==> src/rtl/deconvolution.sv <==
// Sequential mod-16 deconvolver: recovers 8 input samples from a 16-lane convolution output
// and an 8-tap kernel by forward substitution, one MAC per cycle. Define DECONV_CHECK_EN to add upper-lane checking.
module deconvolution (
    input  logic        clk,
    input  logic        rst,
    input  logic        start,
    input  logic [63:0] y_in,
    input  logic [31:0] h_in,
    output logic        busy,
    output logic        done,
    output logic [31:0] x_out,
    output logic        err,
    output logic        check_err
);

    typedef enum logic [2:0] {S_IDLE, S_INV, S_SOLVE, S_CHECK, S_DONE} state_t;

    function automatic logic [3:0] mul4(input logic [3:0] a, input logic [3:0] b);
        logic [7:0] p;
        p = {4'd0, a} * {4'd0, b};
        return p[3:0];
    endfunction

    state_t      state_q;
    logic [3:0]  y_q [16];
    logic [3:0]  h_q [8];
    logic [3:0]  x_q [8];
    logic [3:0]  hinv_q;
    logic [3:0]  acc_q;
    logic [3:0]  row_q;
    logic [3:0]  tap_q;
    logic        busy_q;
    logic        done_q;
    logic        err_q;
    logic [31:0] x_out_q;
`ifdef DECONV_CHECK_EN
    logic        check_err_q;
`endif

    logic [2:0]  idx_d;
    logic [3:0]  prod_d;
    logic [3:0]  xnew_d;
    logic [3:0]  hinv_d;
    logic [31:0] x_pack_d;

    // One shared multiplier: x[row-tap]*h[tap] serves both the solve and check passes.
    always_comb begin
        idx_d  = 3'(row_q - tap_q);
        prod_d = mul4(x_q[idx_d], h_q[tap_q[2:0]]);
        xnew_d = mul4(acc_q, hinv_q);
        hinv_d = mul4(mul4(h_q[0], h_q[0]), h_q[0]);
        x_pack_d = '0;
        for (int k = 0; k < 8; k++) begin
            x_pack_d[k*4 +: 4] = x_q[k];
        end
    end

    always_ff @(posedge clk) begin
        if (rst) begin
            state_q <= S_IDLE;
            for (int i = 0; i < 16; i++) y_q[i] <= '0;
            for (int j = 0; j < 8; j++) begin
                h_q[j] <= '0;
                x_q[j] <= '0;
            end
            hinv_q  <= '0;
            acc_q   <= '0;
            row_q   <= '0;
            tap_q   <= '0;
            busy_q  <= 1'b0;
            done_q  <= 1'b0;
            err_q   <= 1'b0;
            x_out_q <= '0;
`ifdef DECONV_CHECK_EN
            check_err_q <= 1'b0;
`endif
        end else begin
            done_q <= 1'b0;
            case (state_q)
                S_IDLE: begin
                    if (start) begin
                        for (int i = 0; i < 16; i++) y_q[i] <= y_in[i*4 +: 4];
                        for (int j = 0; j < 8; j++) h_q[j] <= h_in[j*4 +: 4];
                        err_q   <= 1'b0;
`ifdef DECONV_CHECK_EN
                        check_err_q <= 1'b0;
`endif
                        busy_q  <= 1'b1;
                        state_q <= S_INV;
                    end
                end
                S_INV: begin
                    if (h_q[0][0]) begin
                        // Odd units mod 16 have order dividing 4, so h0^3 is the inverse.
                        hinv_q  <= hinv_d;
                        acc_q   <= y_q[0];
                        row_q   <= 4'd0;
                        tap_q   <= 4'd1;
                        state_q <= S_SOLVE;
                    end else begin
                        err_q   <= 1'b1;
                        x_out_q <= '0;
                        done_q  <= 1'b1;
                        busy_q  <= 1'b0;
                        state_q <= S_DONE;
                    end
                end
                S_SOLVE: begin
                    if (tap_q <= row_q) begin
                        acc_q <= acc_q - prod_d;
                        tap_q <= tap_q + 4'd1;
                    end else begin
                        x_q[row_q[2:0]] <= xnew_d;
                        if (row_q == 4'd7) begin
`ifdef DECONV_CHECK_EN
                            row_q   <= 4'd8;
                            tap_q   <= 4'd1;
                            acc_q   <= '0;
                            state_q <= S_CHECK;
`else
                            x_out_q <= {xnew_d, x_pack_d[27:0]};
                            done_q  <= 1'b1;
                            busy_q  <= 1'b0;
                            state_q <= S_DONE;
`endif
                        end else begin
                            row_q <= row_q + 4'd1;
                            tap_q <= 4'd1;
                            acc_q <= y_q[row_q + 4'd1];
                        end
                    end
                end
`ifdef DECONV_CHECK_EN
                S_CHECK: begin
                    if (tap_q <= 4'd7) begin
                        acc_q <= acc_q + prod_d;
                        tap_q <= tap_q + 4'd1;
                    end else begin
                        if (acc_q != y_q[row_q]) check_err_q <= 1'b1;
                        if (row_q == 4'd15) begin
                            x_out_q <= x_pack_d;
                            done_q  <= 1'b1;
                            busy_q  <= 1'b0;
                            state_q <= S_DONE;
                        end else begin
                            // Next row i+1 starts at tap (i+1)-7.
                            row_q <= row_q + 4'd1;
                            tap_q <= row_q - 4'd6;
                            acc_q <= '0;
                        end
                    end
                end
`endif
                S_DONE: begin
                    state_q <= S_IDLE;
                end
                default: begin
                    state_q <= S_IDLE;
                end
            endcase
        end
    end

    assign busy  = busy_q;
    assign done  = done_q;
    assign x_out = x_out_q;
    assign err   = err_q;
`ifdef DECONV_CHECK_EN
    assign check_err = check_err_q;
`else
    assign check_err = 1'b0;
`endif

endmodule

==> config.mk <==
export PLATFORM = sky130hd
export DESIGN_NAME = deconvolution
export DESIGN_NICKNAME = d
export VERILOG_FILES = /design/src/rtl/deconvolution.sv
export SDC_FILE = /design/constraint.sdc
export NUM_CORES = 1
export LEC_CHECK = 0
export ABC_AREA = 0
export BUFFER_PORTS_ARGS = -buffer_cell sky130_fd_sc_hd__buf_4
export CAP_MARGIN = 10
export CORE_ASPECT_RATIO = 1.2
export CORE_MARGIN = 2
export CORE_UTILIZATION = 37
export CTS_BUF_LIST = sky130_fd_sc_hd__clkbuf_8
export DETAILED_ROUTE_END_ITERATION = 6
export PLACE_DENSITY = 0.53
export SYNTH_ARGS = -nofsm -noshare
export SYNTH_HDL_FRONTEND = slang
export SYNTH_SLANG_ARGS = --single-unit
==> constraint.sdc <==
create_clock -name clk -period 6.6 [get_ports clk]
set_clock_uncertainty 0.2 [all_clocks]
set_input_delay 0.99 -clock clk [delete_from_list [all_inputs] [get_ports clk]]
set_output_delay 0.99 -clock clk [all_outputs]
set_load 0.01 [all_outputs]
==> flow_metrics.py <==
metrics = {
    "final_layout": {
        "area_growth_pct": 18.4,
        "antennaDiodeCount": 0,
        "postLayoutCoreUtil": 0.443,
        "drive_gt1_frac": 0.261,
        "fin_nets": 901,
        "finish.instance_area_um2": 10200,
        "mostFrequentLayoutCell": "buf_4",
        "final_cell_mix": "137 x buf_4, 128 x edfxtp_1, 94 x nor2_1, 71 x and2_1, 57 x dfxtp_1",
        "finalNonFillerCells": 1107,
    },
    "timing": {
        "setup_violations": 0,
        "maxSlewHeadroom": 0.184,
        "fin_crit_sh": 0.729,
        "max_freq_mhz": 208,
        "setup_tns_ns": 0,
        "slew_violations": 0,
        "whs_ns": 0.285,
        "worst_pin_slew_ns": 1.19,
        "hold_viol": 0,
        "rsz0062_at_grt": "no",
        "period_needed_ns": 4.81,
        "worst_slack_ns": 1.79,
    },
    "synth": {
        "avgSynthCellArea_um2": 13.0,
        "yosys.area.top_type": "edfxtp_1",
        "synth.cell_area_um2": 8590,
        "yosysWarnings": 0,
        "async_flop_share": 0,
        "synth_seq_cells": 185,
        "synthTopCellsByArea": "edfxtp_1 45%, dfxtp_1 13%, mux4_2 8.4%, and2_1 5.2%, nor2_1 4.1%",
        "synth_cells": 662,
        "seq_area_frac_synth": 0.581,
        "ys_types": 56,
        "ys.flop_type": "edfxtp_1",
        "synth_top_area_frac": 0.448,
        "synth_edf_count": 128,
    },
    "routing": {
        "drt_first_pass_iters": 5,
        "vias": 5401,
        "drt_iter0_markers": 300,
        "via_per_inst": 4.88,
        "ant_nets": 0,
        "remaining_drc_errors": 0,
        "finalWirelength_um": 19300,
        "wire_per_inst_um": 17.4,
    },
    "placed_design": {
        "placed_area_um2": 9810,
        "dp.cells": 1075,
        "hpwl_um": 14100,
        "dp_slack_ns": 1.78,
        "routabilityCongestion": 0.868,
        "io_buffers": 133,
    },
    "global_route": {
        "grt_use_total": 0.165,
        "overflow": 0,
        "grt_max_degree": 95,
        "first_global_vias": 5514,
        "antenna_found_initial": 0,
        "grt_pass1_wl_um": 30400,
    },
    "job": {
        "max_cap_viol_count": 0,
    },
    "pwr": {
        "p_sw_frac": 0.242,
        "ir_drop_uv": 109,
        "clkPwrFrac": 0.310,
        "switchingPower_uw": 558,
        "p_comb_frac": 0.110,
        "pwr-share-seq": 0.580,
        "total_power_mw": 2.30,
        "leakage_nw": 3.91,
        "p_int_mw": 1.75,
        "powerDensity_nw_per_um2": 227,
    },
    "clocking": {
        "worstSkewPairLatency_ns": 0.46,
        "clkSinkCount": 185,
        "htree_levels": 4,
        "clk_pin_slew_ns": 0.09,
        "ctsResizeCount": 0,
        "cts_setup_buffers": 0,
        "cts_root_buffer": "clkbuf_8",
        "cts_tree": "built",
        "clockBufferDepth": 2,
        "cts_buffers": 17,
        "hold_buffers": 0,
    },
    "die": {
        "die_y_um": 171,
        "die_x_um": 143,
        "die-area_um2": 24400,
        "floorplan.initialDensity": 0.374,
        "ioPinCount": 135,
        "fp.coreArea_um2": 23000,
        "rows": 61,
    },
    "worst_setup_path": {
        "cp.required_ns": 6.77,
        "cp-startpoint": "row_q[0]",
        "r2r-start": "row_q[0]",
        "cpPeakStageDelay_ns": 0.67,
        "critical_path.cell_chain": "inv_1 > ha_1 > inv_1 > fa_1 > mux4_2 > mux2i_1 > nor2_1 > ha_1 > inv_1 > fa_1 > ha_1 > o21ai_1 > nand2b_1 > a21oi_1 > xnor3_2 > xnor3_1 > a211oi_2",
        "end_kind": "flip-flop",
        "arrival_ns": 4.99,
        "worstPathMaxFanout": 6,
        "cp_slowest_cell": "fa_1",
        "cp-start-kind": "flip-flop",
        "worstSetupPathType": "flip-flop to flip-flop",
        "ff2ff_setup_slack_ns": 1.79,
    },
    "worst_hold_path": {
        "min_from": "err",
        "worstHoldPathType": "flip-flop to flip-flop",
    },
    "run_status": {
        "status": "finished clean",
    },
}
[per-layer routing]
metal | up-vias | track usage | share of wire
met1 | 2606 | 0.204 | 0.42
met4 | 0 | 0.0624 | 0.022
met3 | 23 | 0.0330 | 0.043
li1 | 2606 | - | -
met5 | - | 0 | 0
met2 | 166 | 0.284 | 0.51
[registers in the layout, indices dropped and copies added, names as in the netlist, named ones only]
signal   flops
acc_q        4
busy         1
done         1
err          1
h_q         32
hinv_q       4
row_q        4
state_q      3
tap_q        4
x_out       32
x_q         32
y_q         64
[critical path, delay by kind of cell (launching register included)]
family / cells / cell delay (ns)
DFF: 1 / 0.32
AOI/OAI and AO/OA: 3 / 0.45
adders and majority gates: 5 / 1.94
buffers and inverters: 3 / 0.25
xor gates and xnor gates: 2 / 0.72
muxes: 2 / 0.71
and+or+nand+nor: 2 / 0.14
[synth_stat cells, types with 9 or more instances]
master      n
edfxtp_1  128
nor2_1     94
and2_1     71
dfxtp_1    57
nor2b_1    34
a22oi_1    33
mux4_2     32
clkbuf_1   28
ha_1       19
inv_1      17
nand2_1    15
a21oi_1    13
mux2i_1    12
nand2b_1   12
xnor2_1    12
nand3_1     9
[final cells by class]
cell class / count / area (um2)
inverters: 18 / 67.6
flip-flops and latches: 185 / 4980
clock buffers: 18 / 248
repair buffers: 137 / 1030
fillers: 2129 / 12800
multi-input cells: 420 / 3330
clock inverters: 14 / 113
well taps: 315 / 394
[power by group through the flow]
| stage | combinational [mW] | sequential (mW) | clock, mW |
|---|---|---|---|
| finish | 0.252 | 1.34 | 0.715 |
| CTS | 0.257 | 1.34 | 0.733 |
| detailed placement | 0.256 | 1.37 | 0 |
| global route | 0.278 | 1.35 | 0.769 |
| global placement | 0.250 | 1.36 | 0 |
| floorplan | 0.174 | 1.35 | 0 |
[cell families (layout without fill, tap and decap cells)]
kind of cell             after synthesis  after routing  share of synthesized area
XOR/XNOR                              21             21                     0.0270
AO/OA/AOI/OAI                         71             71                     0.0578
other                                  1              2                   0.000437
buffers and inverters                 58            187                     0.0341
flip-flops                           185            185                      0.581
multiplexers                          49             49                      0.111
adder cells (fa/ha/maj)               23             23                     0.0370
AND/OR/NAND/NOR                      254            254                      0.152
[final timing paths]
| check | depth (start not counted) | end |
|---|---|---|
| max | 17 | acc_q[3] |
| min | 2 | err |
| max reg2reg | 17 | acc_q[3] |
| min reg2reg | 2 | err |
(Power assumes the default switching activity.)
